$ cat src/rtl/bar_frame_writer.sv
// Bar-chart renderer: draws a 96x64 RGB565 frame into the back bank
// of a dual-bank frame buffer, then swaps banks on the next frame_begin.
module bar_frame_writer #(
  parameter int          NUM_BARS   = 5,
  parameter int          BAR_WIDTH  = 8,
  parameter int          BAR_PITCH  = 20,
  parameter logic [15:0] BAR_COLOR  = 16'h07E0,
  parameter logic [15:0] CMP_COLOR  = 16'hFFE0,
  parameter logic [15:0] DONE_COLOR = 16'hF800,
  parameter logic [15:0] BG_COLOR   = 16'h0000
) (
  input  logic                    clk,
  input  logic                    reset_n,
  input  logic [7*NUM_BARS-1:0]   heights_flat,
  input  logic [2:0]              cmp_idx,
  input  logic [2:0]              done_from,
  input  logic                    highlight_en,
  input  logic                    load_valid,
  output logic                    load_ready,
  input  logic                    frame_begin,
  output logic                    fb_we,
  output logic                    fb_wbank,
  output logic [12:0]             fb_addr,
  output logic [15:0]             fb_wdata,
  output logic                    fb_sel,
  output logic                    busy,
  output logic                    frame_done
);

  typedef enum logic [1:0] {
    IDLE,
    DRAW,
    WAIT_SWAP
  } state_t;

  state_t      state;
  logic [6:0]  h_q [NUM_BARS];
  logic [2:0]  cmp_q;
  logic [2:0]  done_q;
  logic        hl_q;
  logic [6:0]  x_q;
  logic [5:0]  y_q;
  logic [6:0]  k_q;
  logic [7:0]  off_q;
  logic [12:0] addr_q;

  logic [6:0]  cur_h;
  logic [3:0]  cmp_hi;
  logic        lit;
  logic        is_done;
  logic        is_cmp;
  logic [15:0] pix;
  logic        last;

  assign fb_wbank = ~fb_sel;

  // Colour of the pixel at the current (x, y) draw position
  always_comb begin
    cur_h = '0;
    for (int i = 0; i < NUM_BARS; i++) begin
      if (k_q == 7'(i)) cur_h = h_q[i];
    end
    lit = (k_q < 7'(NUM_BARS))
       && (off_q < 8'(BAR_WIDTH))
       && ({1'b0, 6'd63 - y_q} < cur_h);
    cmp_hi  = {1'b0, cmp_q} + 4'd1;
    is_done = hl_q && (k_q >= {4'b0, done_q});
    is_cmp  = hl_q && ((k_q == {4'b0, cmp_q})
                    || (k_q == {3'b0, cmp_hi}));
    if (!lit)         pix = BG_COLOR;
    else if (is_done) pix = DONE_COLOR;
    else if (is_cmp)  pix = CMP_COLOR;
    else              pix = BAR_COLOR;
    last = (addr_q == 13'd6143);
  end

  // Control FSM, raster counters and registered write port
  always_ff @(posedge clk or negedge reset_n) begin
    if (!reset_n) begin
      state      <= IDLE;
      load_ready <= 1'b1;
      busy       <= 1'b0;
      fb_we      <= 1'b0;
      fb_addr    <= '0;
      fb_wdata   <= '0;
      fb_sel     <= 1'b0;
      frame_done <= 1'b0;
      for (int i = 0; i < NUM_BARS; i++) h_q[i] <= '0;
      cmp_q      <= '0;
      done_q     <= '0;
      hl_q       <= 1'b0;
      x_q        <= '0;
      y_q        <= '0;
      k_q        <= '0;
      off_q      <= '0;
      addr_q     <= '0;
    end else begin
      frame_done <= 1'b0;
      fb_we      <= 1'b0;
      unique case (state)
        IDLE: begin
          if (load_valid) begin
            for (int i = 0; i < NUM_BARS; i++)
              h_q[i] <= heights_flat[7*i +: 7];
            cmp_q      <= cmp_idx;
            done_q     <= done_from;
            hl_q       <= highlight_en;
            x_q        <= '0;
            y_q        <= '0;
            k_q        <= '0;
            off_q      <= '0;
            addr_q     <= '0;
            load_ready <= 1'b0;
            busy       <= 1'b1;
            state      <= DRAW;
          end
        end
        DRAW: begin
          fb_we    <= 1'b1;
          fb_addr  <= addr_q;
          fb_wdata <= pix;
          addr_q   <= addr_q + 13'd1;
          if (x_q == 7'd95) begin
            x_q   <= '0;
            k_q   <= '0;
            off_q <= '0;
            y_q   <= y_q + 6'd1;
          end else begin
            x_q <= x_q + 7'd1;
            if (off_q == 8'(BAR_PITCH - 1)) begin
              off_q <= '0;
              k_q   <= k_q + 7'd1;
            end else begin
              off_q <= off_q + 8'd1;
            end
          end
          if (last) state <= WAIT_SWAP;
        end
        WAIT_SWAP: begin
          if (frame_begin) begin
            fb_sel     <= ~fb_sel;
            frame_done <= 1'b1;
            load_ready <= 1'b1;
            busy       <= 1'b0;
            state      <= IDLE;
          end
        end
        default: state <= IDLE;
      endcase
    end
  end

endmodule

$ cat config.mk
export PLATFORM = sky130hd
export DESIGN_NAME = bar_frame_writer
export DESIGN_NICKNAME = d
export VERILOG_FILES = /design/src/rtl/bar_frame_writer.sv
export SDC_FILE = /design/constraint.sdc
export NUM_CORES = 1
export LEC_CHECK = 0
export ABC_AREA = 1
export CORE_MARGIN = 5
export CORE_UTILIZATION = 49
export CTS_CLUSTER_SIZE = 24
export DETAILED_ROUTE_END_ITERATION = 10
export PLACE_DENSITY = 0.75
export REMOVE_ABC_BUFFERS = 1
export SYNTH_ARGS = -nofsm -noshare
export SYNTH_HDL_FRONTEND = slang
export SYNTH_SLANG_ARGS = --single-unit
$ cat constraint.sdc
create_clock -name clk -period 2.2 [get_ports clk]
set_input_delay 0.33 -clock clk [delete_from_list [all_inputs] [get_ports clk]]
set_output_delay 0.33 -clock clk [all_outputs]
set_load 0.005 [all_outputs]
After elaboration in Yosys (flattened, before gate mapping) --
Index checks and enable logic that the tools add are counted.
Storage, ports and cells: register bits after elaboration 119, bits of input ports 46
Cells by class: add/subtract/negate cells 7, order comparisons 4, equal/unequal tests 16, mux-type cells 36, bitwise operators 1, reductions and logical operators 16
Operators with widths (count):
- 7-bit 2-to-1 mux | 9
- 16-bit 2-to-1 mux | 3
- 7-bit one-hot mux with 2 select lines | 2
- 13-bit one-hot mux with 2 select lines | 1
- 8-bit 2-to-1 mux | 3
- 8-bit one-hot mux with 2 select lines | 1
- 7-bit by 1-bit adder with 7-bit output, second input constant | 2
- 7-bit by 2-bit == test with 1-bit output, second input constant | 2
- 13-bit by 1-bit adder with 13-bit output, second input constant | 1
- 13-bit == test, second input constant | 1
- 13-bit 2-to-1 mux | 1
- 6-bit 2-to-1 mux | 2
- 6-bit one-hot mux with 2 select lines | 1
- 3-bit AND reduction | 4
- 8-bit by 1-bit adder with 8-bit output, second input constant | 1
- 8-bit by 5-bit == test with 1-bit output, second input constant | 1
- 8-bit by 4-bit < comparator with 1-bit output, second input constant | 1
- 2-bit != test, second input constant | 4
- 7-bit by 1-bit == test with 1-bit output, second input constant | 1
- 7-bit by 3-bit == test with 1-bit output | 1
- 7-bit by 3-bit == test with 1-bit output, second input constant | 1
- 7-bit by 4-bit == test with 1-bit output | 1
- 7-bit == test, second input constant | 1
- 7-bit by 3-bit greater-or-equal comparator with 1-bit output | 1
- other kinds (19) | 34

Depth between registers and ports, before layout --
Gate-level depths: netlist of the first run.
depth after elaboration 9, depth in mapped cells 18, mapped depth without buffers 17

Worst setup path after synthesis of the first run --
Ideal clock, no wire load.
kind reg-to-reg, from reg k_q[1], to reg fb_wdata[10], library setup time 0.117 ns, arrival 2.088 ns, required time 2.083 ns, path slack -0.005 ns, stages on the path, launching flop included 18, path buffers 0, path through dfrtp_1 -> inv_1 -> ha_1 -> nand2_2 -> nor2_2 -> nand2_1 -> nand3_1 -> o21ai_0 -> o211ai_1 -> o21ai_0 -> ha_1 -> nand2_1 -> inv_1 -> nand2_1 -> nand2_1 -> nand2_1 -> nand3_1 -> nand2_1
Between the ends: cells in the longest elaborated chain, start to end 9
Ends and longest elaborated chain:
- start: declaration | RTL line 43 | logic [6:0] k_q;
- start signal: assignment | RTL line 132 | k_q <= k_q + 7'd1;
- 7-bit zero test | RTL line 61 | if (k_q == 7'(i)) cur_h = h_q[i];
- 7-bit 2-to-1 mux (5 in a row) | RTL line 61
- 6-bit by 7-bit < comparator with 1-bit output | RTL line 65 | && ({1'b0, 6'd63 - y_q} < cur_h);
- 1-bit logical AND | RTL line 65
- 16-bit 2-to-1 mux (*) | RTL line 70 | if (!lit) pix = BG_COLOR;
- end signal: assignment | RTL line 121 | fb_wdata <= pix;
- end: declaration | RTL line 24 | output logic [15:0] fb_wdata,
Mark *: on every way between the ends. The rest lies on a longest branch, timed or not. A chain may end at the register's enable or synchronous reset.

Final worst setup path of the first run --
from reg k_q[0], to reg fb_wdata[14]
Same word-level chain as after synthesis.

==> qor.csv, run 1 <==
metric;value;unit
run_status;finished with violations;
violations;setup timing;
busiest_layer;met2;
crit_type;flop to flop;
path_max_fanout;7;
drive_gt1_share;11.6;%
die_w;115;um
dieArea;0.0132;sq mm
yosysUniqueCellTypes;41;
syn_inst;649;
clock_latency;370;ps
postLayoutCoreUtil;60.9;%
synth-compound-area-share;9.42;%
cap_violations;0;
max_freq;0.444;GHz
dr.first_iter.drc_count;283;
n_antenna_cell;0;
fillers;936;
synth_edf_count;0;
min_period;2250;ps
ant_nets;0;
netlist_area;0.00538;sq mm
layout_commonest_cell;nand2_1;
synth-simple-area-share;27.1;%
initial_utilization;49.8;%
place_congestion;0.853;
synth_ff_type;dfrtp_1;
rsz0062_at_grt;true;
p_leak;3.14;nW
yosysWarningCount;0;
timing.rr.start;k_q[0]$_DFFE_PN0P_;
drt-total-wl;11900;um
multi_input_area;0.00241;sq mm
grt_max_degree;52;
grt_pass1_wl;20400;um
rr_endpoint;fb_wdata[14]$_DFFE_PN0P_;
hpwl;8790;um
grtUsageMet1;23.0;%
fin_ws;-54.3;ps
first_global_vias;4529;
pin_count;81;
via_per_inst;5.06;
clkTransAtPathRegs;110;ps
irDropWorstVdd;555;uV
synth_area_per_cell;8.29;sq um
htree_levels;3;
layout_common_cells;nand2_1 (217), dfrtp_1 (103), clkdlybuf4s50_1 (74);
grt.total_usage;18.9;%
dpl_worst_slack;-64.4;ps
drc;0;
final-hold-violation-count;0;
cp-start-kind;flop;
end_kind;flop;
synthMuxAreaShare;0;%
power_density;1120;mW/mm^2
p_total;7.35;mW
cts-root-buf;clkbuf_8;
drv_slew;0;
fin_area;0.00657;sq mm
final_nets;791;
endpoint;fb_wdata[14]$_DFFE_PN0P_;
synth_top_family_by_area;simple AND/OR/NAND/NOR gates;
antenna_found_initial;0;
seq_area;0.00263;sq mm
rr_worst_depth;15;
coreArea;0.0108;sq mm
cts.sink_count;105;
hp-class;primary input to async pin;
die_height;115;um
synthAdderAreaFrac;3.96;%
cts_buffer_depth;2;
met3_usage;3.53;%
place_area;0.00627;sq mm
skew;14.3;ps
syn2layout_area_growth;22.2;%
grt_use_met2;34.2;%
cts_buffers;9;
numPortBuffers;75;
grt_overflow;0;
finalCritPeriodShare;102;%
worstPathArrival;2570;ps
wl_per_cell;13.7;um
ys_seq_area_share;48.9;%
crit_path_start;k_q[0]$_DFFE_PN0P_;
setup_viol;2;
ys_seq_elements;105;
vias;4419;
async_flop_share;100;%
cts_tree;done;
rows;38;
crit_required;2520;ps
reg2reg_slack;-50;ps
synth_xor_area_share;2.61;%
dr.pass1.iters;4;
[cells by family (layout without fill, tap and decap cells)]
family | Yosys count | after routing
flops | 105 | 105
compound gates | 91 | 91
simple gates | 327 | 327
xor+xnor | 16 | 16
fa+ha+maj | 17 | 17
buf+inv | 92 | 172
other cells | 1 | 5
[worst max-delay path: stages (launching register included)]
cell and delay (ps):
dfrtp_2 480, inv_4 90, ha_4 140, nand2_4 50, nor2_4 200, nand3_2 100
nand3_2 60, o211ai_1 80, nand3_1 110, o21ai_2 60, ha_1 310, a21oi_1 150
nor2_1 50, nor2_1 140, nand3_1 100, nand2_1 70
[timing repair]
item,CTS,global route
pin swaps,2,12
hold buffers,1,0
gates resized for setup,7,16
setup endpoints to repair,2,2
endpoints found under the hold margin,35,0
setup buffers,0,3
[synthesized netlist by cell type (all sizes together), types with 3 or more instances]
| cell | instances | area, sq um |
|---|---|---|
| nand2 | 229 | 913 |
| dfrtp | 104 | 2600 |
| inv | 59 | 229 |
| o21ai | 43 | 215 |
| nor2 | 40 | 241 |
| nand3 | 36 | 180 |
| a21oi | 26 | 130 |
| buf | 22 | 156 |
| ha | 17 | 213 |
| xor2 | 13 | 114 |
| nor3 | 12 | 60.1 |
| clkbuf | 11 | 41.3 |
| o22ai | 10 | 62.6 |
| nor4 | 4 | 25.0 |
| o211ai | 3 | 22.5 |
| or2 | 3 | 18.8 |
| xnor2 | 3 | 26.3 |
[sequential cells by signal, summed over array words and instances (netlist names), 3 cells and up]
| name | cells |
|---|---|
| done_q | 3 |
| k_q | 7 |
| y_q | 6 |
| x_q | 7 |
| off_q | 8 |
| addr_q | 13 |
| h_q | 35 |
| cmp_q | 3 |
| fb_addr | 13 |
[routing by layer]
metal / routed length [um] / share of wire (%)
met5: 0 / 0
met4: 246 / 2.1
met3: 473 / 4.0
met2: 6020 / 50
met1: 5180 / 43
[area by class of cell]
class	count	area share, %
Clock inverter	6	0.876
Sequential cell	105	40.0
Multi-Input combinational cell	456	36.7
Inverter	59	3.56
Tap cell	140	2.67
Timing Repair Buffer	97	14.1
Clock buffer	10	2.09
[worst min-delay path by stage]
| stage | from | end | slack [ps] | depth (start not counted) |
|---|---|---|---|---|
| floorplan | reset_n | addr_q[0]$_DFFE_PN0P_ | 30 | 0 |
| global placement | reset_n | fb_addr[1]$_DFFE_PN0P_ | 330 | 1 |
| detailed placement | reset_n | fb_addr[0]$_DFFE_PN0P_ | 330 | 1 |
| CTS | heights_flat[16] | h_q[16]$_DFFE_PN0P_ | 470 | 3 |
| global route | heights_flat[16] | h_q[16]$_DFFE_PN0P_ | 470 | 3 |
| finish | reset_n | fb_addr[4]$_DFFE_PN0P_ | 470 | 2 |
[through the flow]
step | setup TNS [ps] | instances | hold WS [ps]
global placement | 0 | 853 | 328
floorplan | -254 | 620 | 34.4
global route | -385 | 873 | 467
detailed placement | -122 | 853 | 331
CTS | 0 | 870 | 469
finish | -86.6 | 873 | 466
[where the power goes]
part | leakage (nW) | internal [mW] | switching (mW)
logic | 1.71 | 1.49 | 1.68
clock network | 0.0949 | 0.471 | 0.715
registers | 1.33 | 2.53 | 0.474
total | 3.14 | 4.49 | 2.87
Power figures use the tool's default switching activity.
==> inputs of run 2 (changes only) <==
Settings changed: CORE_ASPECT_RATIO set to 1.5.
==> qor.csv, run 2 (synthesized netlist as in run 1, its figures left out) <==
metric;value;unit;change
postLayoutCoreUtil;62.2;%;was 60.9%
reg.largest.list;h_q x35, addr_q x13, fb_addr x13;;unchanged
fin_ws;-26.1;ps;was -54.3 ps
htree_levels;3;;unchanged
pwr-share-comb;42.2;%;was 43.1%
drt-total-wl;12300;um;was 11900 um
grt_max_degree;52;;unchanged
dpl_worst_slack;-80.1;ps;was -64.4 ps
p_leak;3.23;nW;was 3.14 nW
place_congestion;0.914;;was 0.853
hpwl;8930;um;was 8790 um
drv_slew;0;;unchanged
grt_overflow;0;;unchanged
max_freq;0.449;GHz;was 0.444 GHz
cts.sink_count;105;;unchanged
clkPwrFrac;19.7;%;was 16.1%
coreArea;0.0109;sq mm;was 0.0108 sq mm
fin_tns_setup;-50.1;ps;was -86.6 ps
irDropWorstVdd;604;uV;was 555 uV
antenna_found_initial;0;;unchanged
power_density;1170;mW/mm^2;was 1120 mW/mm^2
min_period;2230;ps;was 2250 ps
numPortBuffers;75;;unchanged
dr.first_iter.drc_count;235;;was 283
layout_commonest_cell;nand2_1;;unchanged
wl_met1;4820;um;was 5180 um
die_height;138;um;was 115 um
final-hold-violation-count;0;;unchanged
placed_cells_incl_taps;861;;was 853
largest_register_ff_count;35;;unchanged
fin_area;0.00676;sq mm;was 0.00657 sq mm
pin_count;81;;unchanged
cts-root-buf;clkbuf_16;;was clkbuf_8
highest-signal-layer;met4;;unchanged
cts_buffers;9;;unchanged
internal_power;4.91;mW;was 4.49 mW
final_nets;797;;was 791
pwr-share-seq;38.1;%;was 40.8%
crit_type;flop to flop;;unchanged
rsz0062_at_grt;true;;unchanged
clkTransAtPathRegs;70;ps;was 110 ps
grt_pass1_wl;20600;um;was 20400 um
layout_common_cells;nand2_1 (215), dfrtp_1 (103), clkdlybuf4s50_1 (74);;was nand2_1 (217), dfrtp_1 (103), clkdlybuf4s50_1 (74)
dieArea;0.0132;sq mm;about the same
place_area;0.00628;sq mm;was 0.00627 sq mm
cap_violations;0;;unchanged
dr.pass1.iters;4;;unchanged
vias;4502;;was 4419
whs;472;ps;was 466 ps
relSlewSlack;60.0;%;
first_global_vias;4628;;was 4529
initial_utilization;49.4;%;was 49.8%
die_w;95.5;um;was 115 um
violations;setup timing;;unchanged
worstPathArrival;2510;ps;was 2570 ps
end_kind;flop;;unchanged
wl_per_cell;13.9;um;was 13.7 um
cts_tree;done;;unchanged
syn2layout_area_growth;25.8;%;was 22.2%
rows;47;;was 38
wl_met2;6670;um;was 6020 um
crit_required;2490;ps;was 2520 ps
drc;0;;unchanged
skew;9.46;ps;was 14.3 ps
n_antenna_cell;0;;unchanged
tightest_slew;594;ps;
stdcell_count;886;;was 873
cts_buffer_depth;2;;unchanged
via_per_inst;5.08;;was 5.06
clock_latency;350;ps;was 370 ps
ant_nets;0;;unchanged
p_sw;3.00;mW;was 2.87 mW
finalCritPeriodShare;101;%;was 102%
p_sw_share;38.0;%;was 39.0%
drive_gt1_share;13.3;%;was 11.6%
hp-class;flop to flop;;was primary input to async pin
grt.total_usage;19.3;%;was 18.9%
top_register;h_q;;unchanged
setup_viol;2;;unchanged
path_max_fanout;7;;unchanged
run_status;finished with violations;;unchanged
cp-start-kind;flop;;unchanged
routed-wl-met3;407;um;was 473 um
p_total;7.91;mW;was 7.35 mW
==> run 2: cell count changes in the layout (fill, tap and decap cells not counted), sizes merged <==
cell / previous run / this run
buf: 22 / 27
clkinvlp: 2 / 1
clkinv: 0 / 2
==> run 2: worst paths after layout <==
path / cells after the start / slack (ps) / to / start
max: 14 / -30 / fb_wdata[10]$_DFFE_PN0P_ / k_q[3]$_DFFE_PN0P_
min: 2 / 470 / fb_addr[9]$_DFFE_PN0P_ / fb_addr[9]$_DFFE_PN0P_
max reg2reg: 14 / -30 / fb_wdata[10]$_DFFE_PN0P_ / k_q[3]$_DFFE_PN0P_
min reg2reg: 2 / 470 / fb_addr[9]$_DFFE_PN0P_ / fb_addr[9]$_DFFE_PN0P_
max in group asynchronous: 3 / 1000 / fb_addr[1]$_DFFE_PN0P_ / reset_n
min in group asynchronous: 2 / 510 / h_q[21]$_DFFE_PN0P_ / reset_n
==> run 2: area by class of cell <==
class	instances	area (sq um)
clock inverter	6	47.5
timing repair buffer	102	970
multi-input combinational	456	2450
sequential	105	2630
clock buffer	10	239
tap	147	184
timing repair inverter	1	7.51
inverter	59	234
fill	938	4120
==> run 2: repair_timing <==
item                       4_1_cts  5_1_grt
hold endpoints to repair        37        0
setup buffers                    2        5
hold buffers                     1        0
setup endpoints to repair        2        2
pin swaps                        2       17
cloned                           0        1
resized for setup                8       28
==> run 2: worst max-delay path: stages, from the launching register on <==
cell      delay (ps)
dfrtp_1          410
nor2_4           230
nand2_2          120
nor2_4           220
nand2_2           80
nand3_1           80
o211ai_1          90
nand3_1           70
o21ai_0           80
ha_1             290
a21oi_1          130
nor2_1            60
nor2_1           140
nand3_1           90
nand2_1           60
==> run 2: layer usage <==
layer / vias to the layer above / track usage (%)
li1: 2240 / -
met1: 2134 / 22.2
met2: 102 / 34.7
met3: 26 / 2.55
met4: 0 / 8.55
met5: - / 0
==> run 2: power groups by stage <==
stage | Sequential (mW) | Clock [mW] | Combinational [mW]
2_1_floorplan | 2.92 | 0 | 1.90
3_3_place_gp | 2.99 | 0 | 2.85
3_5_place_dp | 3.02 | 0 | 2.98
4_1_cts | 2.99 | 1.59 | 3.06
5_1_grt | 3.09 | 1.67 | 3.77
6_report | 3.01 | 1.56 | 3.34
==> inputs of run 3 (changes only) <==
Settings changed: PLACE_DENSITY 0.75 to 0.73.
==> qor.csv, run 3 (synthesized netlist as in run 1, its figures left out) <==
metric;value;unit;change
via_per_inst;5.05;;was 5.08
clkPwrFrac;21.7;%;was 19.7%
die_height;138;um;unchanged
violations;setup timing;;unchanged
p_sw;2.88;mW;was 3.00 mW
postLayoutCoreUtil;61.2;%;was 62.2%
ant_nets;0;;unchanged
dieArea;0.0132;sq mm;unchanged
n_antenna_cell;0;;unchanged
worstPathArrival;2440;ps;was 2510 ps
finalCritPeriodShare;100;%;was 101%
grt_max_degree;52;;unchanged
dr.pass1.iters;4;;unchanged
whs;471;ps;was 472 ps
clock_latency;360;ps;was 350 ps
p_sw_share;37.1;%;was 38.0%
grt_overflow;0;;unchanged
drv_slew;0;;unchanged
hp-class;flop to flop;;unchanged
drive_gt1_share;10.9;%;was 13.3%
wl_per_cell;13.6;um;was 13.9 um
cts-root-buf;clkbuf_16;;unchanged
cts_buffer_depth;2;;unchanged
layout_commonest_cell;nand2_1;;unchanged
cts_tree;done;;unchanged
tightest_slew;570;ps;was 594 ps
crit_type;flop to flop;;unchanged
max_freq;0.453;GHz;was 0.449 GHz
reg.largest.list;h_q x35, addr_q x13, fb_addr x13;;unchanged
initial_utilization;49.4;%;unchanged
fin_ws;-6.00;ps;was -26.1 ps
cap_violations;0;;unchanged
layout_common_cells;nand2_1 (218), dfrtp_1 (104), clkdlybuf4s50_1 (74);;was nand2_1 (215), dfrtp_1 (103), clkdlybuf4s50_1 (74)
end_kind;flop;;unchanged
pwr-share-seq;38.6;%;was 38.1%
irDropWorstVdd;519;uV;was 604 uV
place_congestion;0.920;;was 0.914
dr.first_iter.drc_count;216;;was 235
cp_top_family;simple AND/OR/NAND/NOR gates;;unchanged
rows;47;;unchanged
pin_count;81;;unchanged
p_leak;3.19;nW;was 3.23 nW
crit_required;2440;ps;was 2490 ps
cts.sink_count;105;;unchanged
grt.total_usage;19.5;%;was 19.3%
cts_buffers;9;;unchanged
largest_register_ff_count;35;;unchanged
path_max_fanout;11;;was 7
hpwl;8820;um;was 8930 um
pwr-share-comb;39.7;%;was 42.2%
vias;4441;;was 4502
power_density;1160;mW/mm^2;was 1170 mW/mm^2
internal_power;4.87;mW;was 4.91 mW
antenna_found_initial;0;;unchanged
top_register;h_q;;unchanged
cp-start-kind;flop;;unchanged
min_period;2210;ps;was 2230 ps
skew;13.8;ps;was 9.46 ps
clkTransAtPathRegs;80;ps;was 70 ps
coreArea;0.0109;sq mm;unchanged
relSlewSlack;61.7;%;was 60.0%
run_status;finished with violations;;unchanged
rr_endpoint;fb_wdata[10]$_DFFE_PN0P_;;unchanged
timing.rr.start;k_q[0]$_DFFE_PN0P_;;was k_q[3]$_DFFE_PN0P_
die_w;95.5;um;unchanged
endpoint;fb_wdata[10]$_DFFE_PN0P_;;unchanged
rsz0062_at_grt;true;;unchanged
final_nets;791;;was 797
rr_worst_depth;17;;was 14
final-hold-violation-count;0;;unchanged
reg2reg_slack;-6;ps;was -30 ps
slowest_stage;dfrtp_1;;unchanged
syn2layout_area_growth;23.8;%;was 25.8%
crit_top_cell;nand2_1;;was nand3_1
numPortBuffers;75;;unchanged
first_global_vias;4628;;unchanged
cpPeakStageDelay;420;ps;was 410 ps
crit_cells;17;;was 14
drt-total-wl;12000;um;was 12300 um
htree_levels;3;;unchanged
crit_path_start;k_q[0]$_DFFE_PN0P_;;was k_q[3]$_DFFE_PN0P_
grt_pass1_wl;20800;um;was 20600 um
setup_viol;1;;was 2
drc;0;;unchanged
crit_chain;inv_2 -> ha_1 -> nand2_1 -> nor2_4 -> inv_4 -> nand3_1 -> o21ai_0 -> o211ai_1 -> o21ai_1 -> ha_1 -> nand2_1 -> inv_1 -> nand2_1 -> nand2_1 -> nand2_1 -> nand3_1 -> nand2_1;;was nor2_4 -> nand2_2 -> nor2_4 -> nand2_2 -> nand3_1 -> o211ai_1 -> nand3_1 -> o21ai_0 -> ha_1 -> a21oi_1 -> nor2_1 -> nor2_1 -> nand3_1 -> nand2_1
cp_num_buf_inv;3;;was 0
run 3: layout make-up:
| class | count | area, sq um |
|---|---|---|
| Timing Repair Buffer | 97 | 928 |
| Tap cell | 147 | 184 |
| Clock buffer | 9 | 225 |
| Clock inverter | 7 | 83.8 |
| Fill cell | 967 | 4220 |
| Multi-Input combinational cell | 456 | 2380 |
| Sequential cell | 105 | 2630 |
| Inverter | 59 | 231 |
run 3: tightest hold or removal path, cell delays in order, from the launching register on:
cell and delay [ps]:
dfrtp_1 350, nand2_1 50, nand2_1 40
run 3: per-stage QoR:
stage / cells / instance area (sq um) / power [mW] / TNS [ps] / setup WS (ps)
after global placement: 860 / 6270 / 5.82 / 0 / 14.4
final: 880 / 6660 / 7.74 / -6.00 / -6.00
after floorplan: 620 / 5190 / 4.82 / -254 / -77.2
after global routing: 880 / 6660 / 8.40 / -503 / -255
after CTS: 880 / 6630 / 7.73 / 0 / 4.77
after detailed placement: 860 / 6270 / 5.96 / -123 / -65.3
run 3: worst min path at each step:
| stage | startpoint | to | slack (ps) | cells past startpoint |
|---|---|---|---|---|
| floorplan | reset_n | addr_q[0]$_DFFE_PN0P_ | 30 | 0 |
| global placement | reset_n | h_q[24]$_DFFE_PN0P_ | 340 | 1 |
| detailed placement | reset_n | h_q[24]$_DFFE_PN0P_ | 350 | 1 |
| CTS | fb_addr[0]$_DFFE_PN0P_ | fb_addr[0]$_DFFE_PN0P_ | 480 | 2 |
| global route | fb_addr[12]$_DFFE_PN0P_ | fb_addr[12]$_DFFE_PN0P_ | 490 | 2 |
| finish | fb_addr[0]$_DFFE_PN0P_ | fb_addr[0]$_DFFE_PN0P_ | 470 | 2 |
run 3: what timing repair did:
action / 4_1_cts / 5_1_grt
pin swaps: 2 / 2
hold buffers: 1 / 0
setup buffers: 3 / 0
hold endpoints to repair: 38 / 0
gates resized for setup: 4 / 10
endpoints found under the setup margin: 2 / 2
run 3: metal layers:
layer  part of all wire (%)  global-route usage (%)  vias to the layer above
li1                       -                       -                     2220
met1                     41                    22.6                     2111
met3                    3.1                    3.32                       27
met2                     53                    34.5                       83
met5                      0                       0                        -
met4                    3.3                    8.70                        0
run 3: power groups by stage:
stage / combinational, mW / sequential, mW / clock, mW
CTS: 3.04 / 2.99 / 1.71
global placement: 2.84 / 2.99 / 0
floorplan: 1.90 / 2.92 / 0
detailed placement: 2.95 / 3.02 / 0
finish: 3.08 / 2.99 / 1.68
global route: 3.54 / 3.07 / 1.78
